<file path="src/rtl/regfile_sb.sv">
// rtl/regfile_sb.sv - integer register file with write-to-read bypass and per-register pending-write scoreboard
module regfile_sb #(
    parameter int XLEN   = 64,
    parameter int NREG   = 32,
    parameter int AW     = $clog2(NREG),
    parameter int NRP    = 2,
    parameter int CW     = 2,
    parameter int BYPASS = 1
) (
    input  logic                clk,
    input  logic                rst,
    input  logic [NRP*AW-1:0]   raddr,
    output logic [NRP*XLEN-1:0] rdata,
    output logic [NRP-1:0]      rbusy,
    input  logic                set_valid,
    input  logic [AW-1:0]       set_addr,
    output logic                set_ready,
    input  logic                we,
    input  logic [AW-1:0]       waddr,
    input  logic [XLEN-1:0]     wdata,
    input  logic                flush,
    output logic                any_busy,
    output logic                sb_err
);

    localparam logic [CW-1:0] CNT_MAX = '1;

    logic [XLEN-1:0] rf_q  [NREG];
    logic [XLEN-1:0] rf_d  [NREG];
    logic [CW-1:0]   cnt_q [NREG];
    logic [CW-1:0]   cnt_d [NREG];
    logic            sb_err_q;
    logic            sb_err_d;

    logic            w_en;
    logic            w_cnt_zero;
    logic            set_fire;

    // Register 0 is never written, so its storage and counter stay zero.
    assign w_en       = we && (waddr != '0);
    assign w_cnt_zero = (cnt_q[waddr] == '0);
    assign set_fire   = set_valid && set_ready && (set_addr != '0);

    // A same-cycle retire frees a slot, so a saturated counter can still accept.
    always_comb begin
        set_ready = (cnt_q[set_addr] != CNT_MAX) || (we && (waddr == set_addr));
    end

    always_comb begin
        logic inc;
        logic dec;
        rf_d     = rf_q;
        cnt_d    = cnt_q;
        sb_err_d = sb_err_q;
        inc      = 1'b0;
        dec      = 1'b0;

        if (w_en) begin
            rf_d[waddr] = wdata;
        end

        if (w_en && w_cnt_zero) begin
            sb_err_d = 1'b1;
        end

        cnt_d[0] = '0;
        for (int r = 1; r < NREG; r++) begin
            inc = set_fire && (set_addr == AW'(r));
            dec = w_en && (waddr == AW'(r)) && (cnt_q[r] != '0);
            if (flush) begin
                cnt_d[r] = '0;
            end else if (inc && !dec) begin
                cnt_d[r] = cnt_q[r] + 1'b1;
            end else if (dec && !inc) begin
                cnt_d[r] = cnt_q[r] - 1'b1;
            end else begin
                cnt_d[r] = cnt_q[r];
            end
        end
    end

    always_ff @(posedge clk or posedge rst) begin
        if (rst) begin
            for (int r = 0; r < NREG; r++) begin
                rf_q[r]  <= '0;
                cnt_q[r] <= '0;
            end
            sb_err_q <= 1'b0;
        end else begin
            for (int r = 0; r < NREG; r++) begin
                rf_q[r]  <= rf_d[r];
                cnt_q[r] <= cnt_d[r];
            end
            sb_err_q <= sb_err_d;
        end
    end

    // Read ports; forwarding is masked during reset so outputs read as zero.
    always_comb begin
        logic [AW-1:0]   ra;
        logic [CW-1:0]   c;
        logic            hit_w;
        logic [XLEN-1:0] rd;
        logic            busy;
        rdata = '0;
        rbusy = '0;
        ra    = '0;
        c     = '0;
        hit_w = 1'b0;
        rd    = '0;
        busy  = 1'b0;
        for (int i = 0; i < NRP; i++) begin
            ra    = raddr[i*AW +: AW];
            c     = cnt_q[ra];
            hit_w = w_en && (waddr == ra);
            rd    = rf_q[ra];
            busy  = (c != '0);
            if (BYPASS != 0) begin
                if (hit_w) begin
                    rd = wdata;
                end
                if (hit_w && (c != '0)) begin
                    busy = ((c - 1'b1) != '0);
                end
            end
            if (!rst) begin
                rdata[i*XLEN +: XLEN] = rd;
                rbusy[i]              = busy;
            end
        end
    end

    always_comb begin
        any_busy = 1'b0;
        for (int r = 0; r < NREG; r++) begin
            any_busy = any_busy | (cnt_q[r] != '0);
        end
    end

    assign sb_err = sb_err_q;

endmodule
</file>
<file path="config.mk">
export PLATFORM = sky130hd
export DESIGN_NAME = regfile_sb
export DESIGN_NICKNAME = d
export VERILOG_FILES = /design/src/rtl/regfile_sb.sv
export SDC_FILE = /design/constraint.sdc
export NUM_CORES = 2
export LEC_CHECK = 0
export CORE_MARGIN = 3
export CORE_UTILIZATION = 50
export CTS_CLUSTER_SIZE = 25
export DETAILED_ROUTE_END_ITERATION = 12
export HOLD_SLACK_MARGIN = 0.1
export PLACE_DENSITY = 0.67
export SYNTH_ARGS = -nofsm -noshare
export SYNTH_HDL_FRONTEND = slang
export SYNTH_SLANG_ARGS = --single-unit
</file>
<file path="constraint.sdc">
create_clock -name clk -period 102.1 [get_ports clk]
set_clock_uncertainty 0.05 [all_clocks]
set_input_delay 15.315 -clock clk [delete_from_list [all_inputs] [get_ports clk]]
set_output_delay 15.315 -clock clk [all_outputs]
set_load 0.02 [all_outputs]
</file>
==> Word level (Yosys, flattened, before mapping) <==
Index checks and enable logic that the tools add are counted.
W data, S select, Z words.
{ "word_totals": {"register_bits": 2111, "in_bits": 89, "word_cells": 652} }
{ "classes": {"add_sub_neg": 64, "n_lt_le_gt_ge": 5, "n_eq_ne": 66, "n_mux": 122, "bitwise": 34, "reduce_logical": 297} }
{ "op_table": {"columns": ["operator", "count"], "rows": [
  ["$bwmux W2048", 1],
  ["$bmux W64 S5", 2],
  ["$mux W64", 9],
  ["$demux W64 S5", 1],
  ["$mux W2", 101],
  ["$logic_and A1 B1 Y1", 165],
  ["$eq A5 B5 Y1 const B", 32],
  ["$reduce_bool A3 Y1", 31],
  ["$eq A5 B4 Y1 const B", 16],
  ["$reduce_bool A2 Y1", 35],
  ["$sub A2 B1 Y2 const B", 33],
  ["$add A2 B1 Y2 const B", 31],
  ["$logic_not A1 Y1", 62],
  ["$bmux W2 S5", 4],
  ["$eq A5 B3 Y1 const B", 8],
  ["$or A1 B1 Y1", 30],
  ["$ge A6 B6 Y1 const B", 4],
  ["$not A5 Y6", 4],
  ["$eq A5 B2 Y1 const B", 4],
  ["$eq A5 B5 Y1", 3],
  ["$eq A5 B1 Y1 const B", 2],
  ["$reduce_bool A5 Y1", 2],
  ["$lt A6 B1 Y1 const B", 1],
  ["$mux W1", 4],
  ["other kinds (3)", 3]
]} }

==> Logic depth before layout (Yosys ltp) <==
{ "logic_depth": {"depth_word": 31, "mapped_depth": 10} }

==> Worst setup path before layout <==
OpenSTA, ideal clock, no wires.
{ "synth_timing": {"path_type": "input to output", "from": "input port waddr[0]", "to": "output port rdata[101]", "arrival_ns": 17.249, "path_slack_ns": 69.486, "stages": 9, "path_buffers": 3, "cell_sequence": "buf_2 -> or4_1 -> o21ai_1 -> nor4_1 -> nand3_1 -> buf_2 -> buf_2 -> nor2_1 -> a211oi_1"} }
{ "synth_between": {"elab_chain_cells": 5} }
{ "synth_lines": {"columns": ["element", "line", "rtl"], "rows": [
  ["from (decl)", "19", "input logic [AW-1:0] waddr,"],
  ["$reduce_bool A5 Y1", "40", "assign w_en = we && (waddr != '0);"],
  ["$logic_and A1 B1 Y1", "40", null],
  ["$logic_and A1 B1 Y1 (*)", "115", "hit_w = w_en && (waddr == ra);"],
  ["$mux W64 (*)", "119", "if (hit_w) begin"],
  ["$mux W64 (*)", "126", "if (!rst) begin"],
  ["to (decl)", "13", "output logic [NRP*XLEN-1:0] rdata,"]
]} }
Mark *: on every way between the ends. The rest lies on a longest branch, timed or not.

==> Worst setup path in the final report <==
{ "layout_timing": {"from": "input port raddr[1]", "to": "output port rdata[44]"} }
{ "layout_between": {"elab_chain_cells": 6} }
{ "layout_lines": {"columns": ["element", "line", "rtl"], "rows": [
  ["from (decl)", "12", "input logic [NRP*AW-1:0] raddr,"],
  ["$not A5 Y6 (not written as such)", "116", "rd = rf_q[ra];"],
  ["$bmux W64 S5", "116", null],
  ["$mux W64 (not written as such) (2 in series)", "116", null],
  ["$mux W64 (*)", "119", null],
  ["$mux W64 (*)", "126", null]
]} }
Mark *: on every way between the ends. The rest lies on a longest branch, timed or not. The select of a mux whose other input is x is not followed.

==> summary.txt <==
Run status
  • Run status: finished clean

Setup path
  • Slowest library cell on the worst path: buf_4
  • Worst endpoint required time: 86.74 ns
  • Slowest cell delay on critical path: 1.01 ns
  • Critical Path Fanout Max: between 70 and 80
  • Category of the worst setup path capture point: primary output
  • Setup crit start kind: input port
  • Worst Path Arrival: ~21 ns
  • Startpoint-to-endpoint class of the critical path: input port to primary output
  • Cell occurring most often along the worst timing path: buf_4
  • Crit path cell chain: buf_8 -> buf_4 -> buf_4 -> buf_4 -> mux4_2 -> mux4_2 -> mux2i_1 -> a211oi_1 -> clkdlybuf4s50_1

Power
  • Flop pwr share: between 40% and 50%
  • Cell Pwr Density: ~20 mW/mm²
  • LEAKAGE: approximately 54 nW
  • Clock network fraction of total power: around a third
  • Net switching power of the design: around 660 µW
  • Fraction of power consumed by combinational cells: between 20% and 30%
  • Overall power consumption: 2.48 mW
  • Internal Dissipation: roughly 1.8 mW
  • Worst ir drop on vdd: between 0.00002 and 0.000025 V
  • Switching portion of total power: 26.8%

Synth
  • Share of the synthesized area in the top cell type: between 40% and 50%
  • Number of warnings printed during yosys synthesis: 0
  • Top cells by area in the synthesized netlist: dfrtp_1 (46%), mux4_2 (26%), mux2_2 (18%)
  • Post-Syn Area: between 0.1 and 0.15 mm²
  • Fraction of synthesis flops using an asynchronous set or reset pin: between 90% and 100%
  • Top_reg_cell synth: dfrtp_1
  • Synth Net Count: ~7700
  • Number of enable flip-flop cells after synthesis: 0
  • Synthesized instance count: 7659
  • Mean instance size in the synthesized netlist: approximately 15 µm²
  • Sequential cell area fraction in the yosys report: 45.9%
  • Largest area contributor in the synthesized netlist: dfrtp_1
  • Number of register bits inferred by synthesis: between 2000 and 2500
  • Yosys cell types: 71

Timing
  • Final setup fails: 0
  • Final Cycle Share: 35.6%
  • Max Slew Vio Count: 0
  • Worst slew margin: around 11%
  • Final worst setup slack: about 66 ns
  • Final Hold Fails: 0
  • TNS Setup: 0 ns
  • Top achievable clock speed: ~27 MHz
  • Actual slew at the worst max-slew pin: 1.33 ns
  • Worst hold slack across all endpoints: between 0.3 and 0.4 ns
  • RSZ-0062 raised after global routing: no
  • Min Tclk post-route: ~36 ns

Clock network
  • Post-cts hold buffer count: 0
  • Max Buffers Root-to-Sink: 3
  • Post-CTS setup-driven buffer insertion count: 0
  • Count of cells resized by post-cts repair: 0
  • Total clock buffers created by CTS: approximately 230
  • Clock tree from TritonCTS: built
  • Clk sink count: about 2100
  • Root buffer cell: clkbuf_16
  • Clock-pin transition on the worst setup and hold timing paths: 0.06 ns
  • Source-to-sink clock delay at the later pin of the worst-skew pair: between 0.8 and 0.9 ns
  • Depth of the CTS H-tree: 4

Floorplan
  • Starting density of the core: 50.4%
  • Die Ht: between 400 and 500 µm
  • Standard-cell rows: roughly 180
  • Top Ports: 222
  • Die width: 486 µm
  • Area of the core region: roughly 0.23 mm²
  • Total die area: ~0.24 mm²

Drt
  • Router iterations before antenna repair: 6
  • Detailed-route wire length: 349000 µm
  • Detail-routed net length per standard cell: 33.0 µm
  • DRC viols: 0
  • Residual antenna-violating net count after detailed routing: 0
  • Starting DRT DRC Count: between 7000 and 8000
  • Routed via count divided by cell count: 6.86
  • DR vias: just over 70000

Cells and area
  • Fraction of layout cells with a size suffix above 1: 49.2%
  • Final core utilization: 55.5%
  • Final instance area: approximately 0.13 mm²
  • Relative area change from synthesis to final layout: 10.1%
  • Net total in the final layout: about 7500
  • Final Instance Count excl. Fillers: ~11000

Placed design
  • Pre-CTS worst setup slack: roughly 66 ns
  • Gp weighted congestion: between 0.8 and 0.9
  • Post-placement cell area: about 0.12 mm²
  • HPWL Detailed: 187000 µm
  • Number of buffer cells added on primary ports: between 200 and 250
  • Total placed cells including tap cells: 10158

Global route
  • Global route overflow: 0
  • Maximum number of pins on one net before global-route repair: between 150 and 200
  • Wire length of the first global-routing pass: 519000 µm
  • Initial antenna violation count: 18
  • Vias in the first global route: roughly 75000
  • Global-route total usage across every layer: about 30%

Worst hold path
  • Worst hold-check path type: flop to flop

Job
  • Number of max-cap violations: 0
==> per-layer routing <==
metal / up-vias / part of all wire (%) / track usage [%]
met5: - / 0.025 / 0
met4: 14 / 4.2 / 11.2
met3: 752 / 8.0 / 5.44
met2: 3312 / 47 / 46.5
met1: 39688 / 41 / 41.8
li1: 28807 / - / -
==> cells in the final DEF, fill, tap and decap left out, types with 26 or more instances in the layout <==
cell             count
clkdlybuf4s50_1    209
nand3_1             26
nand2b_1            31
mux2_2            1802
clkinv_2            31
mux2i_1            131
a211oi_1           141
nor3_1              33
mux4_2            1322
clkbuf_16          227
nor2_1             204
buf_4              153
clkbuf_1            47
clkbuf_8            60
dfrtp_1           2111
a21oi_1             65
nand2_1            622
==> state kept, by name (all words and copies together) (netlist names) <==
signal and flops:
rf_q 2048, sb_err 1, cnt_q 62
==> kinds of logic (layout without fill, tap and decap cells) <==
family / count (synthesis) / in the layout / synth area share (%)
AOI/OAI and AO/OA: 305 / 305 / 1.88
xor gates and xnor gates: 15 / 15 / 0.114
buffers and inverters: 901 / 804 / 3.44
DFF: 2111 / 2111 / 45.9
muxes: 3258 / 3258 / 44.7
other: 0 / 10 / 0
and+or+nand+nor: 1069 / 1069 / 3.98
==> power groups by stage <==
stage	registers [mW]	clock network (mW)	logic (mW)
2_1_floorplan	1.08	0	0.405
3_3_place_gp	1.10	0	0.498
3_5_place_dp	1.11	0	0.511
4_1_cts	1.10	0.877	0.513
5_1_grt	1.12	0.913	0.544
6_report	1.10	0.865	0.510
==> synthesized netlist by cell type (all sizes together), types with 15 or more instances <==
cell	instances
a211oi	142
a21oi	65
and2	18
buf	425
clkbuf	466
dfrtp	2111
mux2	1804
mux2i	131
mux4	1323
nand2	633
nand2b	31
nand3	35
nor2	216
nor2b	24
nor3	33
nor4	15
o21ai	25
==> worst paths after layout <==
check | cells after the start | startpoint | slack (ns) | endpoint
min in group asynchronous | 2 | rst | 14.88 | rf_q[1307]
hold / removal | 0 | rf_q[2019] | 0.34 | rf_q[2019]
max in group asynchronous | 5 | rst | 83.79 | rf_q[499]
setup reg to reg | 7 | cnt_q[54] | 99.27 | cnt_q[35]
setup / recovery | 9 | raddr[1] | 65.72 | rdata[44]
hold reg to reg | 0 | rf_q[2019] | 0.34 | rf_q[2019]
==> cell type report <==
cell class / instances / area [µm²]
Timing Repair Buffer: 384 / 3600
Fill cell: 17958 / 101000
Inverter: 8 / 37.5
Multi-Input combinational cell: 4647 / 58600
Tap cell: 3009 / 3760
Clock inverter: 78 / 1140
Sequential cell: 2111 / 52800
Clock buffer: 334 / 6680
Antenna cell: 10 / 25.0
==> worst max-delay path, delay by kind of cell <==
kind / cells / cell delay, ns
compound gates: 1 / 0.83
buf+inv: 5 / 4.01
mux: 3 / 0.68
Power figures use the tool's default switching activity.
